**config.mk**
```make
export PLATFORM = sky130hd
export DESIGN_NAME = flash_access_arbiter
export DESIGN_NICKNAME = d
export VERILOG_FILES = /design/src/rtl/flash_access_arbiter.sv
export SDC_FILE = /design/constraint.sdc
export NUM_CORES = 1
export LEC_CHECK = 0
export BUFFER_PORTS_ARGS = -buffer_cell sky130_fd_sc_hd__buf_2
export CAP_MARGIN = 20
export CORE_UTILIZATION = 44
export DETAILED_ROUTE_END_ITERATION = 7
export PLACE_DENSITY = 0.76
export SLEW_MARGIN = 20
export SYNTH_ARGS = -nofsm -noshare
export SYNTH_HDL_FRONTEND = slang
export SYNTH_SLANG_ARGS = --single-unit
```
**constraint.sdc**
```tcl
create_clock -name clk -period 1.89 [get_ports clk]
set_input_delay 0.0945 -clock clk [delete_from_list [all_inputs] [get_ports clk]]
set_output_delay 0.0945 -clock clk [all_outputs]
set_load 0.02 [all_outputs]
```
**src/rtl/flash_access_arbiter.sv**
```systemverilog
// Round-robin owner of the shared weight/bias flash port: the network sequencer
// (read-only) and the SPI host loader (read/write) take turns, one access at a time.
//
// state | meaning
// IDLE  | no access in flight; arbitrate and latch the winner's request
// ISSUE | one cycle: mem_start strobe and ack to the owner
// WAIT  | count flash read latency; capture mem_rdata on the last count
// RESP  | one cycle: response strobe to the owner, remember it for round-robin
module flash_access_arbiter #(
  parameter int ADDR_W     = 16,
  parameter int DATA_W     = 16,
  parameter int LAT_CYCLES = 11   // legal range 2..255
) (
  input  logic              clk,
  input  logic              n_rst,
  input  logic              req0_valid,
  input  logic [ADDR_W-1:0] req0_addr,
  output logic              req0_ack,
  output logic              rsp0_valid,
  input  logic              req1_valid,
  input  logic              req1_write,
  input  logic [ADDR_W-1:0] req1_addr,
  input  logic [DATA_W-1:0] req1_wdata,
  output logic              req1_ack,
  output logic              rsp1_valid,
  output logic [DATA_W-1:0] rsp_data,
  output logic              mem_start,
  output logic              mem_write,
  output logic [ADDR_W-1:0] mem_addr,
  output logic [DATA_W-1:0] mem_wdata,
  input  logic [DATA_W-1:0] mem_rdata,
  output logic              busy
);

  typedef enum logic [1:0] {
    ST_IDLE  = 2'd0,
    ST_ISSUE = 2'd1,
    ST_WAIT  = 2'd2,
    ST_RESP  = 2'd3
  } state_t;

  localparam logic [7:0] LAT_TC = 8'(LAT_CYCLES);

  state_t            state_q;
  state_t            state_d;
  logic              owner_q;
  logic              last_grant_q;
  logic [7:0]        lat_cnt_q;
  logic              mem_write_q;
  logic [ADDR_W-1:0] mem_addr_q;
  logic [DATA_W-1:0] mem_wdata_q;
  logic [DATA_W-1:0] rsp_data_q;

  logic grant_any;
  logic grant_sel;
  logic lat_done;

  // On a tie the port that was not served last wins.
  assign grant_any = req0_valid | req1_valid;
  assign grant_sel = (req0_valid & req1_valid) ? ~last_grant_q : req1_valid;
  assign lat_done  = (lat_cnt_q == LAT_TC);

  always_ff @(posedge clk or negedge n_rst) begin
    if (!n_rst) begin
      state_q <= ST_IDLE;
    end else begin
      state_q <= state_d;
    end
  end

  // Outputs decode registered state only, so request inputs never reach a port combinationally.
  always_comb begin
    state_d    = state_q;
    mem_start  = 1'b0;
    req0_ack   = 1'b0;
    req1_ack   = 1'b0;
    rsp0_valid = 1'b0;
    rsp1_valid = 1'b0;
    busy       = 1'b1;
    case (state_q)
      ST_IDLE: begin
        busy = 1'b0;
        if (grant_any) begin
          state_d = ST_ISSUE;
        end
      end
      ST_ISSUE: begin
        mem_start = 1'b1;
        req0_ack  = ~owner_q;
        req1_ack  = owner_q;
        state_d   = ST_WAIT;
      end
      ST_WAIT: begin
        if (lat_done) begin
          state_d = ST_RESP;
        end
      end
      ST_RESP: begin
        rsp0_valid = ~owner_q;
        rsp1_valid = owner_q;
        state_d    = ST_IDLE;
      end
      default: begin
        state_d = ST_IDLE;
      end
    endcase
  end

  // Flash bus registers load only on a grant and otherwise hold, keeping the bus quiet in IDLE.
  always_ff @(posedge clk or negedge n_rst) begin
    if (!n_rst) begin
      owner_q      <= 1'b0;
      last_grant_q <= 1'b1;
      mem_write_q  <= 1'b0;
      mem_addr_q   <= '0;
      mem_wdata_q  <= '0;
    end else begin
      if ((state_q == ST_IDLE) && grant_any) begin
        owner_q     <= grant_sel;
        mem_write_q <= grant_sel & req1_write;
        mem_addr_q  <= grant_sel ? req1_addr : req0_addr;
        mem_wdata_q <= grant_sel ? req1_wdata : '0;
      end
      if (state_q == ST_RESP) begin
        last_grant_q <= owner_q;
      end
    end
  end

  // Counts 1..LAT_CYCLES and stops there, so it cannot wrap.
  always_ff @(posedge clk or negedge n_rst) begin
    if (!n_rst) begin
      lat_cnt_q <= 8'd0;
    end else if (state_q == ST_ISSUE) begin
      lat_cnt_q <= 8'd1;
    end else if ((state_q == ST_WAIT) && !lat_done) begin
      lat_cnt_q <= lat_cnt_q + 8'd1;
    end
  end

  always_ff @(posedge clk or negedge n_rst) begin
    if (!n_rst) begin
      rsp_data_q <= '0;
    end else if ((state_q == ST_WAIT) && lat_done && !mem_write_q) begin
      rsp_data_q <= mem_rdata;
    end
  end

  assign rsp_data  = rsp_data_q;
  assign mem_write = mem_write_q;
  assign mem_addr  = mem_addr_q;
  assign mem_wdata = mem_wdata_q;

endmodule
```
# Word level (Yosys, flattened, before mapping)
# Cells that the tools add are included.
# W data, S select, Z words.
# op_classes
n_addsub,1
eq_ne,6
n_mux,14
bitwise_logic,5
n_reduce_logical,9
# op_table
op,count
$mux W16,2
$mux W8,2
$add A8 B1 Y8 const B,1
$eq A8 B4 Y1 const B,1
$pmux W2 S4,1
$mux W1,7
$eq A2 B2 Y1 const B,2
$logic_and A1 B1 Y1,4
$mux W2,2
$ne A2 B2 Y1 const B,2
$and A1 B1 Y1,2
$eq A2 B1 Y1 const B,1
$logic_not A1 Y1,2
$logic_not A2 Y1,1
$not A1 Y1,2
$reduce_and A2 Y1,1
$reduce_bool A2 Y1,1
$or A1 B1 Y1,1
# totals
regBits,61
inputBits,69
out_inout_bits,55
elab_cells,43

# Depth between registers and ports, before layout
# Gate-level depths: netlist (run 1).
# logic_depth
depth_word,5
mapped_depth,6
mapped_depth_nobuf,5

# Worst setup path after synthesis (run 1)
# No wires, ideal clock.
# synth_path
path_kind,reg2reg
startpoint,register lat_cnt_q[0]
endpoint,register rsp_data_q[10] (netlist: rsp_data[10])
setup_time_ps,125
arrival_ps,1543
required_ps,1765
slack_ps,222
stages_incl_launch_ff,6
path_buffers,1
synth_period_minus_slack_ps,1668
cell_sequence,dfrtp_1 -> ha_1 -> nor3b_2 -> nand4b_4 -> buf_6 -> mux2_4
# synth_via
elab_chain_len,3
# synth_rtl
item,line_no,source
start: declaration,48,logic [7:0] lat_cnt_q;
start signal: assignment,137,lat_cnt_q <= lat_cnt_q + 8'd1;
$eq A8 B4 Y1,61,assign lat_done = (lat_cnt_q == LAT_TC);
$logic_and A1 B1 Y1 (2 in a row),144,end else if ((state_q == ST_WAIT) && lat_done && !mem_write_q) begin
end signal: assignment,145,rsp_data_q <= mem_rdata;
end: declaration,52,logic [DATA_W-1:0] rsp_data_q;
# Every way passes these cells.
# A chain may end at the register's enable or synchronous reset.

# Final worst setup path (run 1)
# layout_path
startpoint,register state_q[1]
endpoint,output req0_ack
# layout_via
elab_chain_len,2
# layout_rtl
item,line_no,source
start: declaration,44,state_t state_q;
start signal: assignment,67,state_q <= state_d;
$eq A2 B1 Y1,80,case (state_q)
$mux W1,80,
end: declaration,18,"output logic req0_ack,"
# Every way passes these cells.

==> results list, run 1 <==
- For the finished layout, the period the worst path requires is 1.74 ns.
* Number of cells on the worst hold path: 3
* Depth of the CTS H-tree: 3
- The multi-input combinational cells in the finished layout cover a total of 0.00112 sq mm.
- Synthesis produced a netlist whose cell count is 214.
- Critical path cell sequence: inv_1, ha_1, nor2b_1, buf_2
* Sum of overflow across all layers after global routing: 0
- After the first detailed-routing iteration, the DRC count stood at 31.
- PortBufs: 123
* Required time of the worst setup path: 1.80 ns
* Root Buffer Master: clkbuf_8
- Most frequent cells in the layout: buf_2, dfrtp_1, dlygate4sd3_1
* Setup clock skew after layout: 0.0106 ns
- Count of inserted antenna diode cells: 0
* Result of the run: complete, no violations
* Setup crit end kind: output port
- Cell area power density: 1490 mW/mm^2
* Net load switching power: 2.30 mW
- Measured against its own limit, the worst slew margin works out to 53.1%.
- Signed area change from the synthesized netlist to the final layout: 48.9%
- Wire length of the first global-routing pass: 9.72 mm
- Wirelength, routed: 6.12 mm
* Post-synth ARST share: 100%
- For this design, the sink count on the clock tree is 61.
- Yosys reg bits: 61
- Most common cell after layout, fill and taps aside: buf_2
* Area of the mapped netlist: 0.00270 sq mm
- The path with the worst hold slack has its endpoint at mem_addr[2]$_DFFE_PN0P_.
- Row generation in the floorplan step produced 28 rows.
- Pin placement for this block handled 124 I/O pins.
- In this run the biggest area consumer among cell types represents 55.6% of the synthesized area.
- Clock tree from TritonCTS: done
* Share of layout cells above drive strength 1: 45.4%
- Setup repair after global routing left no endpoint under its margin.
* Path type of the worst min-delay path: in -> reg
- Once layout is complete, the cells apart from fillers number 458.
* Register-to-register setup slack: 0.16 ns
* Net switching fraction of the power: 38.5%
- The initial utilization of the core area, before any placement, comes to 45.6%.
* Synthesis Warnings: 0
* CP max stage delay: 0.43 ns
- Averaged over all synthesized cells, the footprint is 12.6 sq um.
- In the routed design, unresolved DRC markers number 0.
* Crit path kind: reg -> out
- Antenna violations before repair: 0
- In this run, the combinational gates consume 43.3% of the power.
* Hpwl dp: 4.14 mm
- After layout, the worst path uses 91.8% of the clock period.
- Once detail routing completed, the nets flagged for antenna violations numbered 0.
* Detailed-router iteration count before antenna repair: 4
- The number of nets handed over by synthesis was 289.
- For the pin with the worst max-slew slack, the measured transition is 0.704 ns.
- Flip-flop cell with the highest count after synthesis: dfrtp_1
* Hold path start: req0_addr[2]
- Worst ir drop on vdd: 0.885 mV
- The die covers 0.00646 sq mm.
- Counting flops with a built-in enable in the synthesized netlist gives 0.
- Endpoint of the lowest-slack register-to-register path: state_q[1]$_DFFE_PN0P_
- Placed insts: 408
* Die X-Extent: 80.4 um
- Avg Vias per Cell: 4.82
- Signal arrival time at the worst endpoint: 1.64 ns
- For this design the static power due to leakage is 2.09 nW.
- Routability-driven placement finished with a final weighted congestion of 0.797.
- Chip height: 80.4 um
* Filler Cell Count: 433
* Sequential share of power: 36.1%
* Count of final setup violators: 0
* Max Cap Violations: 0
- Final hold violations: 0
- Via count of the first global-routing pass: 2152
* Clock-pin slew on the worst setup and hold paths: 0.07 ns
- Counting the buffers created by CTS gives 9.
* Power after layout: 5.98 mW
- Largest net degree at the start of global routing: 44
* Synth unique cells: 37
- Buffers from clock root to sink, at most: 2
* Final Slew Violations: 0
- Proportion of synthesized chip area in sequential cells: 56.6%
- # nets final: 454
- Startpoint of the lowest-slack register-to-register path: state_q[0]$_DFFE_PN0P_
- Global routing used 20.4% of the available tracks across all layers.
- Footprint of the flip-flops and latches: 0.00153 sq mm
- Number of cells on the worst reg-to-reg path: 5
- Core Region: 0.00592 sq mm
* Clk_lat worst skew: 0.33 ns
* Largest cells by area after synthesis: dfrtp_1, mux2i_1, mux2_4, a22o_1, o21ai_0
- Based on the critical path, the design can be clocked at up to 576 MHz.
- The slowest stage of the critical path belongs to the cell ha_1.
- Along the worst path, the maximum fanout reaches 13.
- Detailed routing inserted a total of 2207 vias.
* Leading area contributor after synthesis: dfrtp_1
- Average routed wire per standard cell: 13.4 um
* Clock Power Share: 20.7%
- The worst setup path is launched from a register.
* # resized after CTS: 0
- Setup TNS after final layout: 0 ns
* Internal power consumption: 3.68 mW
layer usage:
metal | track usage (%) | up-vias | part of all wire (%)
met1 | 23.1 | 1024 | 44
met4 | 9.11 | 0 | 1.6
met3 | 5.80 | 9 | 4.7
li1 | - | 1094 | -
met2 | 35.5 | 80 | 50
met5 | 0 | - | 0
worst max path at each step:
stage,end,from,cells past startpoint
2_1_floorplan,rsp_data[10]$_DFFE_PN0P_,lat_cnt_q[0]$_DFFE_PN0P_,5
3_3_place_gp,rsp_data[14]$_DFFE_PN0P_,lat_cnt_q[2]$_DFFE_PN0P_,3
3_5_place_dp,rsp_data[14]$_DFFE_PN0P_,lat_cnt_q[0]$_DFFE_PN0P_,4
4_1_cts,rsp_data[9]$_DFFE_PN0P_,lat_cnt_q[0]$_DFFE_PN0P_,4
5_1_grt,req0_ack,state_q[1]$_DFFE_PN0P_,4
6_report,req0_ack,state_q[1]$_DFFE_PN0P_,4
cell families after synthesis:
| logic type | after synthesis | share of synthesized area, % |
|---|---|---|
| fa+ha+maj | 6 | 2.78 |
| buf+inv | 15 | 2.69 |
| compound gates | 49 | 12.2 |
| simple gates | 46 | 9.96 |
| mux | 35 | 15.1 |
| flops | 61 | 56.6 |
| xor+xnor | 2 | 0.649 |
sequential cells by signal (all words and copies together), names as in the netlist:
name and cells:
last_grant_q 1, lat_cnt_q 8, mem_addr 16, mem_wdata 16, mem_write 1, owner_q 1
rsp_data 16, state_q 2
power by group through the flow:
stage                     registers (mW)  clock network (mW)  logic [mW]
after floorplan                     2.68                   0        1.10
after global routing                2.23                1.34        2.83
after CTS                           2.16                1.27        2.61
after global placement              2.15                   0        2.50
after detailed placement            2.16                   0        2.56
final                               2.16                1.24        2.59
worst max-delay path: cells and delay by family, from the launching register on:
| family | cells | cell delay, ns |
|---|---|---|
| AND/OR/NAND/NOR | 1 | 0.19 |
| adder cells (fa/ha/maj) | 1 | 0.43 |
| flip-flops | 1 | 0.42 |
| buffers and inverters | 2 | 0.28 |
layout make-up:
cell class,instances,share of cell area (%)
inverters,3,0.280
flip-flops and latches,61,38.0
clock buffers,9,3.08
well taps,75,2.33
clock inverters,6,2.21
multi-input cells,138,27.7
repair buffers,166,26.4
what timing repair did:
item	in CTS	in global routing
endpoints found under the hold margin	56	0
buffers inserted	0	1
hold buffers	34	0
setup endpoints to repair	0	16
cell usage after synthesis, types with 2 or more instances:
cell type,n
o21ai_0,18
mux2_4,10
nor2b_1,3
and2_1,3
nand2_1,22
or3_1,2
mux2i_1,18
buf_2,4
inv_1,3
mux2_2,7
nand2b_1,2
a21oi_1,5
nand4_1,2
ha_1,6
dfrtp_1,60
nor2_1,3
a22o_1,17
xor2_1,2
a21boi_0,2
nand3_1,2
a21o_2,2
clkbuf_1,6
through the flow:
step / hold slack (ns) / util (%) / setup slack (ns) / cell area (sq um)
3_5_place_dp: 0.113 / 58.3 / 0.0534 / 3450
5_1_grt: 0.0425 / 67.9 / 0.0263 / 4020
3_3_place_gp: 0.102 / 58.3 / 0.136 / 3450
6_report: 0.0437 / 67.9 / 0.154 / 4020
4_1_cts: 0.0352 / 67.6 / 0.0422 / 4000
2_1_floorplan: -0.201 / - / 0.222 / 2700
Note: power is estimated with default switching activity, not from simulation.
==> inputs of run 2 (changes only) <==
==> constraint.sdc (replaced) <==
create_clock -name clk -period 2 [get_ports clk]
set_input_delay 0.1 -clock clk [delete_from_list [all_inputs] [get_ports clk]]
set_output_delay 0.1 -clock clk [all_outputs]
set_load 0.02 [all_outputs]
==> run 2 against run 1 <==
Design area fell by 4.9%. Clock power fell by 30%. Worst setup slack got worse by 0.038 ns. Die area did not move. Sequential power fell by 5%. Register-to-register slack got worse by 0.04 ns. Clock skew fell by 0.0053 ns. Count of clock-buffer cells in the layout rose by 5. Power fell by 11%. Critical path type is now reg -> reg. Largest power group unchanged.
==> results list, run 2 (synthesized netlist as in run 1, its figures left out) <==
- The H-tree was split into 3 levels.
- In the routed layout, each cell is associated on average with a via count of 4.85.
* Ports placed on the boundary: 124
- Static timing analysis puts the maximum clock frequency at 531 MHz.
- Signal arrival time at the worst endpoint: 2.09 ns
* Buffers from clock root to sink, at most: 2
* Placed insts: 404
* Number of sinks driven by the clock tree: 61
- The number of buffers and inverters on the critical path is 0.
* Die area: 0.00646 sq mm
- Final critical-path required period: 1.88 ns
* Startpoint of the lowest-slack register-to-register path: lat_cnt_q[0]$_DFFE_PN0P_
- Clk_lat worst skew: 0.32 ns
* Largest net degree at the start of global routing: 51
- Leaving out fill and tap cells, the most frequent cell in the layout is buf_2.
* Number of cells on the worst reg-to-reg path: 4
* Critical path cell sequence: ha_1, nor3b_2, nand4b_4, mux2_4
- Power spread over the standard cell area amounts to 1390 mW/mm^2.
* Die X-Extent: 80.4 um
- After the first detailed-routing iteration, the DRC count stood at 89.
* Root Buffer Master: clkbuf_8
- The worst pin sits at a relative slew slack of 50.4%.
- Pin slew with the least headroom to its limit: 0.744 ns
- Initial Utilization: 45.6%
* Met1 usage in global routing: 23.7%
- Number of cells on the worst hold path: 2
* Detailed-router iteration count before antenna repair: 4
* Worst ir drop on vdd: 0.760 mV
* Final weighted congestion in routability-driven placement: 0.808
* Filler Cell Count: 476
- Summed over all layers, the routed wires come to 5.79 mm.
- Required time of the worst setup path: 2.20 ns
- The repair_antennas step left the layout with diodes totalling 0.
- Period Utilization, post-route: 94.2%
- On the worst path, the slowest cell contributes a delay of 0.42 ns.
- Hold buffer count at CTS: 24
* Share of layout cells above drive strength 1: 44.9%
- Path type of the worst min-delay path: in -> reg
* Clock-pin slew on the worst setup and hold paths: 0.06 ns
* Number of nets with antenna violations after detailed routing: 0
* Via count: 2157
- Most frequent cells in the layout: buf_2, dfrtp_1, dlygate4sd3_1
- Setup violations remaining at the end of the flow were counted as 0.
- The first global-routing pass estimated 9.41 mm of wire.
* Crit-path max FO: 16
- After clock tree synthesis, the setup repair step added 0 buffers.
- Global routing met3 resource utilization: 3.98%
* Crit path kind: reg -> reg
- STA classifies the critical path endpoint as a register.
- # resized after CTS: 0
- The count of pins over their slew limit came to 0.
* # nets final: 440
- Crit path max-delay cell type: dfrtp_1
* Setup repair after global routing missed its margin: false
* End point of the most critical hold path: mem_wdata[5]$_DFFE_PN0P_
* Setup clock skew after layout: 0.00528 ns
* Footprint of the flip-flops and latches: 0.00153 sq mm
- Met2 global-route usage: 32.9%
- The finished layout holds 445 standard cells, fillers aside.
- PortBufs: 123
- Average routed wire per standard cell: 13.0 um
- The number of global-route vias before repair came to 2063.
- Chip height: 80.4 um
- The endpoint identified for the worst register-to-register timing path is rsp_data[14]$_DFFE_PN0P_.
- The initial antenna violation count came to 0.
* Type of element launching the critical path: register
- The multi-input combinational cells in the finished layout cover a total of 0.00112 sq mm.
- Top Usage Layer GRT: met2
- Kind of cell with the highest combined delay on the critical path: simple AND/OR/NAND/NOR gates
- In this run the static leakage power is 2.01 nW.
* Sum of overflow across all layers after global routing: 0
- From synthesis to final layout, the design area changed by 41.7%.
- The hold violation total from the final report came to 0.
- Clock tree from TritonCTS: done
- Register-to-register setup slack: 0.12 ns
- The initialized floorplan defines 28 standard-cell rows.
- Counting the buffers created by CTS gives 9.
- Result of the run: complete, no violations
- Once detailed placement completed, the half-perimeter wirelength came to 4.06 mm.
- The tool flagged a number of max-cap violations equal to 0.
- Setup TNS after final layout: 0 ns
- Global routing used 19.6% of the available tracks across all layers.
* Remaining DRCs: 0
- Hold path start: req1_wdata[5]
- Core Region: 0.00592 sq mm
## run 2: cell count changes in the layout (fill, tap and decap cells not counted), moves of 2 or more
cell,change
buf_12,-2
buf_4,-3
bufinv_16,-2
clkbuf_1,+5
clkinvlp_4,-2
dlygate4sd3_1,-10
## run 2: through the flow
| stage | cell area [sq um] | hold WS, ns | total power [mW] | util [%] | setup slack (ns) |
|---|---|---|---|---|---|
| global route | 3830 | 0.00177 | 5.72 | 64.6 | 0.00164 |
| floorplan | 2700 | -0.196 | 3.57 | - | 0.332 |
| CTS | 3800 | 0.000000472 | 5.31 | 64.2 | 0.0848 |
| global placement | 3410 | 0.115 | 4.32 | 57.5 | 0.190 |
| finish | 3830 | 0.0121 | 5.31 | 64.6 | 0.116 |
| detailed placement | 3410 | 0.121 | 4.38 | 57.5 | 0.106 |
## run 2: layer usage
metal	up-vias	wire length, um
met2	82	2720
met5	-	0
met4	0	99
met1	1000	2640
li1	1067	-
met3	8	325
## run 2: layout make-up
class	instances	share of cell area, %
Inverter	3	0.294
Tap cell	75	2.45
Clock inverter	2	0.262
Sequential cell	61	39.9
Clock buffer	14	3.73
Timing Repair Buffer	152	24.2
Multi-Input combinational cell	138	29.2
## run 2: worst max-delay path by stage
stage | start | to | slack [ns] | cells past startpoint
after CTS | lat_cnt_q[0]$_DFFE_PN0P_ | rsp_data[14]$_DFFE_PN0P_ | 0.08 | 4
after global routing | lat_cnt_q[0]$_DFFE_PN0P_ | rsp_data[6]$_DFFE_PN0P_ | 0.002 | 4
final | lat_cnt_q[0]$_DFFE_PN0P_ | rsp_data[14]$_DFFE_PN0P_ | 0.12 | 4
after global placement | lat_cnt_q[0]$_DFFE_PN0P_ | rsp_data[7]$_DFFE_PN0P_ | 0.19 | 4
after detailed placement | lat_cnt_q[0]$_DFFE_PN0P_ | rsp_data[14]$_DFFE_PN0P_ | 0.11 | 4
after floorplan | lat_cnt_q[0]$_DFFE_PN0P_ | rsp_data[10]$_DFFE_PN0P_ | 0.33 | 5
## run 2: report_power, final
part / switching, mW / internal, mW / total [mW]
clock network: 0.417 / 0.448 / 0.865
registers: 0.315 / 1.73 / 2.05
logic: 1.38 / 1.02 / 2.40
total: 2.12 / 3.20 / 5.31
==> inputs of run 3 (changes only) <==
--- a/config.mk
+++ b/config.mk
@@ -7,9 +7,12 @@
 export LEC_CHECK = 0
 export BUFFER_PORTS_ARGS = -buffer_cell sky130_fd_sc_hd__buf_2
 export CAP_MARGIN = 20
+export CORE_ASPECT_RATIO = 0.8
+export CORE_MARGIN = 2
 export CORE_UTILIZATION = 44
 export DETAILED_ROUTE_END_ITERATION = 7
 export PLACE_DENSITY = 0.76
+export SKIP_LAST_GASP = 1
 export SLEW_MARGIN = 20
 export SYNTH_ARGS = -nofsm -noshare
 export SYNTH_HDL_FRONTEND = slang
==> run 3 against run 2 <==
Clock skew is essentially flat. Count of clock-buffer cells in the layout shrank 3. Non-clock buffer count rose by 7. Register-to-register slack better by 0.07 ns. Highest routed layer unchanged. First-iteration DRC count down 7.9%. Wire length is 14% higher. Design area up 2.6%. Largest power group unchanged. Cell count rose by 2.7%.
==> results list, run 3 (synthesized netlist as in run 1, its figures left out) <==
- STA puts the critical path data required time at 2.26 ns.
* Wirelength, routed: 6.57 mm
* Chip height: 74.1 um
- Once routing completed, OpenROAD measured the worst setup slack at 0.191 ns.
- Crit-path max FO: 18
* Final Slew Violations: 0
- Average routed wire per standard cell: 14.4 um
- Entering global routing, the biggest net connects 51 pins.
* Setup clock skew after layout: 0.00542 ns
* Design area: 0.00393 sq mm
- Leaving out filler cells and counting taps, the final layout contains 457.
* Count of inserted antenna diode cells: 0
* Clock tree from TritonCTS: done
* Sum of overflow across all layers after global routing: 0
- The first routing iteration left 82 violations.
- Avg Vias per Cell: 4.83
- Result of the run: complete, no violations
- Critical path cell sequence: inv_1, ha_1, and2_1, a22o_1
* Path type of the worst min-delay path: in -> reg
- Crit path max-delay cell type: and2_1
- The number of global-route vias before repair is 2121.
- In this run the core area contains 25 standard-cell rows.
* Setup repair after global routing missed its margin: false
- Power after layout: 5.42 mW
- Share of layout cells above drive strength 1: 45.2%
- In this run the horizontal extent of the chip is 91.6 um.
- Leakage power total: 2.04 nW
- In this run the cell area measured after placement is 0.00341 sq mm.
- CP max stage delay: 0.66 ns
- Clk_lat worst skew: 0.33 ns
* Most common cell after layout, fill and taps aside: buf_2
- Derived from the worst setup path, the maximum achievable clock frequency is 553 MHz.
- Utilization after layout: 66.5%
* Cell area power density: 1380 mW/mm^2
* Setup TNS after final layout: 0 ns
* Most frequent cells in the layout: buf_2, dfrtp_1, dlygate4sd3_1
- Filler Cell Count: 465
- Summing all flip-flop and latch instances after layout gives 0.00153 sq mm.
- Pre-CTS setup slack: 0.0542 ns
* Global router's overall resource usage: 19.6%
- Pin placement for this block handled 124 I/O pins.
- For this run, design rule violations remaining after detail routing come to 0.
- Num CTS Buffers: 9
* Initial Utilization: 45.7%
* Clock-pin slew on the worst setup and hold paths: 0.06 ns
- Routability-driven placement finished with a final weighted congestion of 0.792.
* Final hold violations: 0
* Period Utilization, post-route: 90.5%
* Worst ir drop on vdd: 0.839 mV
* Final Hold Slack: 0.0130 ns
* Depth of the CTS H-tree: 3
- Setup violations remaining at the end of the flow were counted as 0.
- The worst register-to-register path has a setup slack of 0.19 ns.
* Root Buffer Master: clkbuf_8
* Max Cap Violations: 0
- Signal arrival time at the worst endpoint: 2.07 ns
- # nets final: 447
- Signed area change from the synthesized netlist to the final layout: 45.4%
* Wire length of the first global-routing pass: 10.2 mm
- Number of sinks driven by the clock tree: 61
- Pin slew with the least headroom to its limit: 0.756 ns
- For this block, the via count after detailed routing is 2208.
- Kind of cell with the highest combined delay on the critical path: simple AND/OR/NAND/NOR gates
- The die covers 0.00679 sq mm.
- The number of placed instances, taps included, is 410.
- Hpwl dp: 4.34 mm
* Crit path kind: reg -> reg
* WP buf/inv: 1
* Type of element launching the critical path: register
- PortBufs: 123
- Antenna violations before repair: 0
* Number of nets with antenna violations after detailed routing: 0
- Buffers from clock root to sink, at most: 2
- The worst path in the final design needs a cycle of 1.81 ns, including I/O delays and setup.
- Setup crit end kind: register
- Slew HR: 49.6%
- In the final layout, the multi-input gates occupy 0.00112 sq mm.
* Core Region: 0.00591 sq mm
- Detailed-router iteration count before antenna repair: 4
## run 3: cell types whose count changed in the layout (fill, tap and decap cells not counted), sizes merged
cell / change
dlygate4sd3: +6
buf: +1
clkinvlp: +2
clkbuf: -3
## run 3: repair_timing
item                                   in CTS  in global routing
setup endpoints to repair                   0                 16
endpoints found under the hold margin      52                  1
buffers inserted                            0                  1
resized for setup                           0                  0
hold buffers                               29                  1
## run 3: per-layer routing
metal	wire, um	track usage (%)	vias to the layer above
met5	0	0	-
met4	143	6.57	0
met3	386	7.09	13
met2	3210	32.6	92
met1	2830	24.4	1025
li1	-	-	1078
## run 3: final timing paths
path | startpoint | endpoint | cells after the start
setup / recovery | state_q[0]$_DFFE_PN0P_ | mem_wdata[2]$_DFFE_PN0P_ | 4
hold / removal | mem_rdata[1] | rsp_data[1]$_DFFE_PN0P_ | 2
setup reg to reg | state_q[0]$_DFFE_PN0P_ | mem_wdata[2]$_DFFE_PN0P_ | 4
hold reg to reg | mem_addr[6]$_DFFE_PN0P_ | mem_addr[6]$_DFFE_PN0P_ | 2
max in group asynchronous | n_rst | mem_addr[7]$_DFFE_PN0P_ | 3
min in group asynchronous | n_rst | mem_write$_DFFE_PN0P_ | 2
## run 3: cell type report
| cell class | instances | share of cell area, % |
|---|---|---|
| clock buffer | 11 | 3.60 |
| multi-input combinational | 138 | 28.4 |
| clock inverter | 4 | 0.637 |
| tap | 81 | 2.58 |
| timing repair buffer | 159 | 25.6 |
| inverter | 3 | 0.287 |
| sequential | 61 | 38.9 |
## run 3: power by group
part	leakage, nW	switching [mW]	internal [mW]
clock network	0.0812	0.456	0.472
registers	0.758	0.321	1.73
logic	1.21	1.41	1.03
## run 3: worst register-to-register path, stage by stage (launching register included)
cell,delay [ns]
dfrtp_1,0.41
inv_1,0.12
ha_1,0.29
and2_1,0.67
a22o_1,0.25
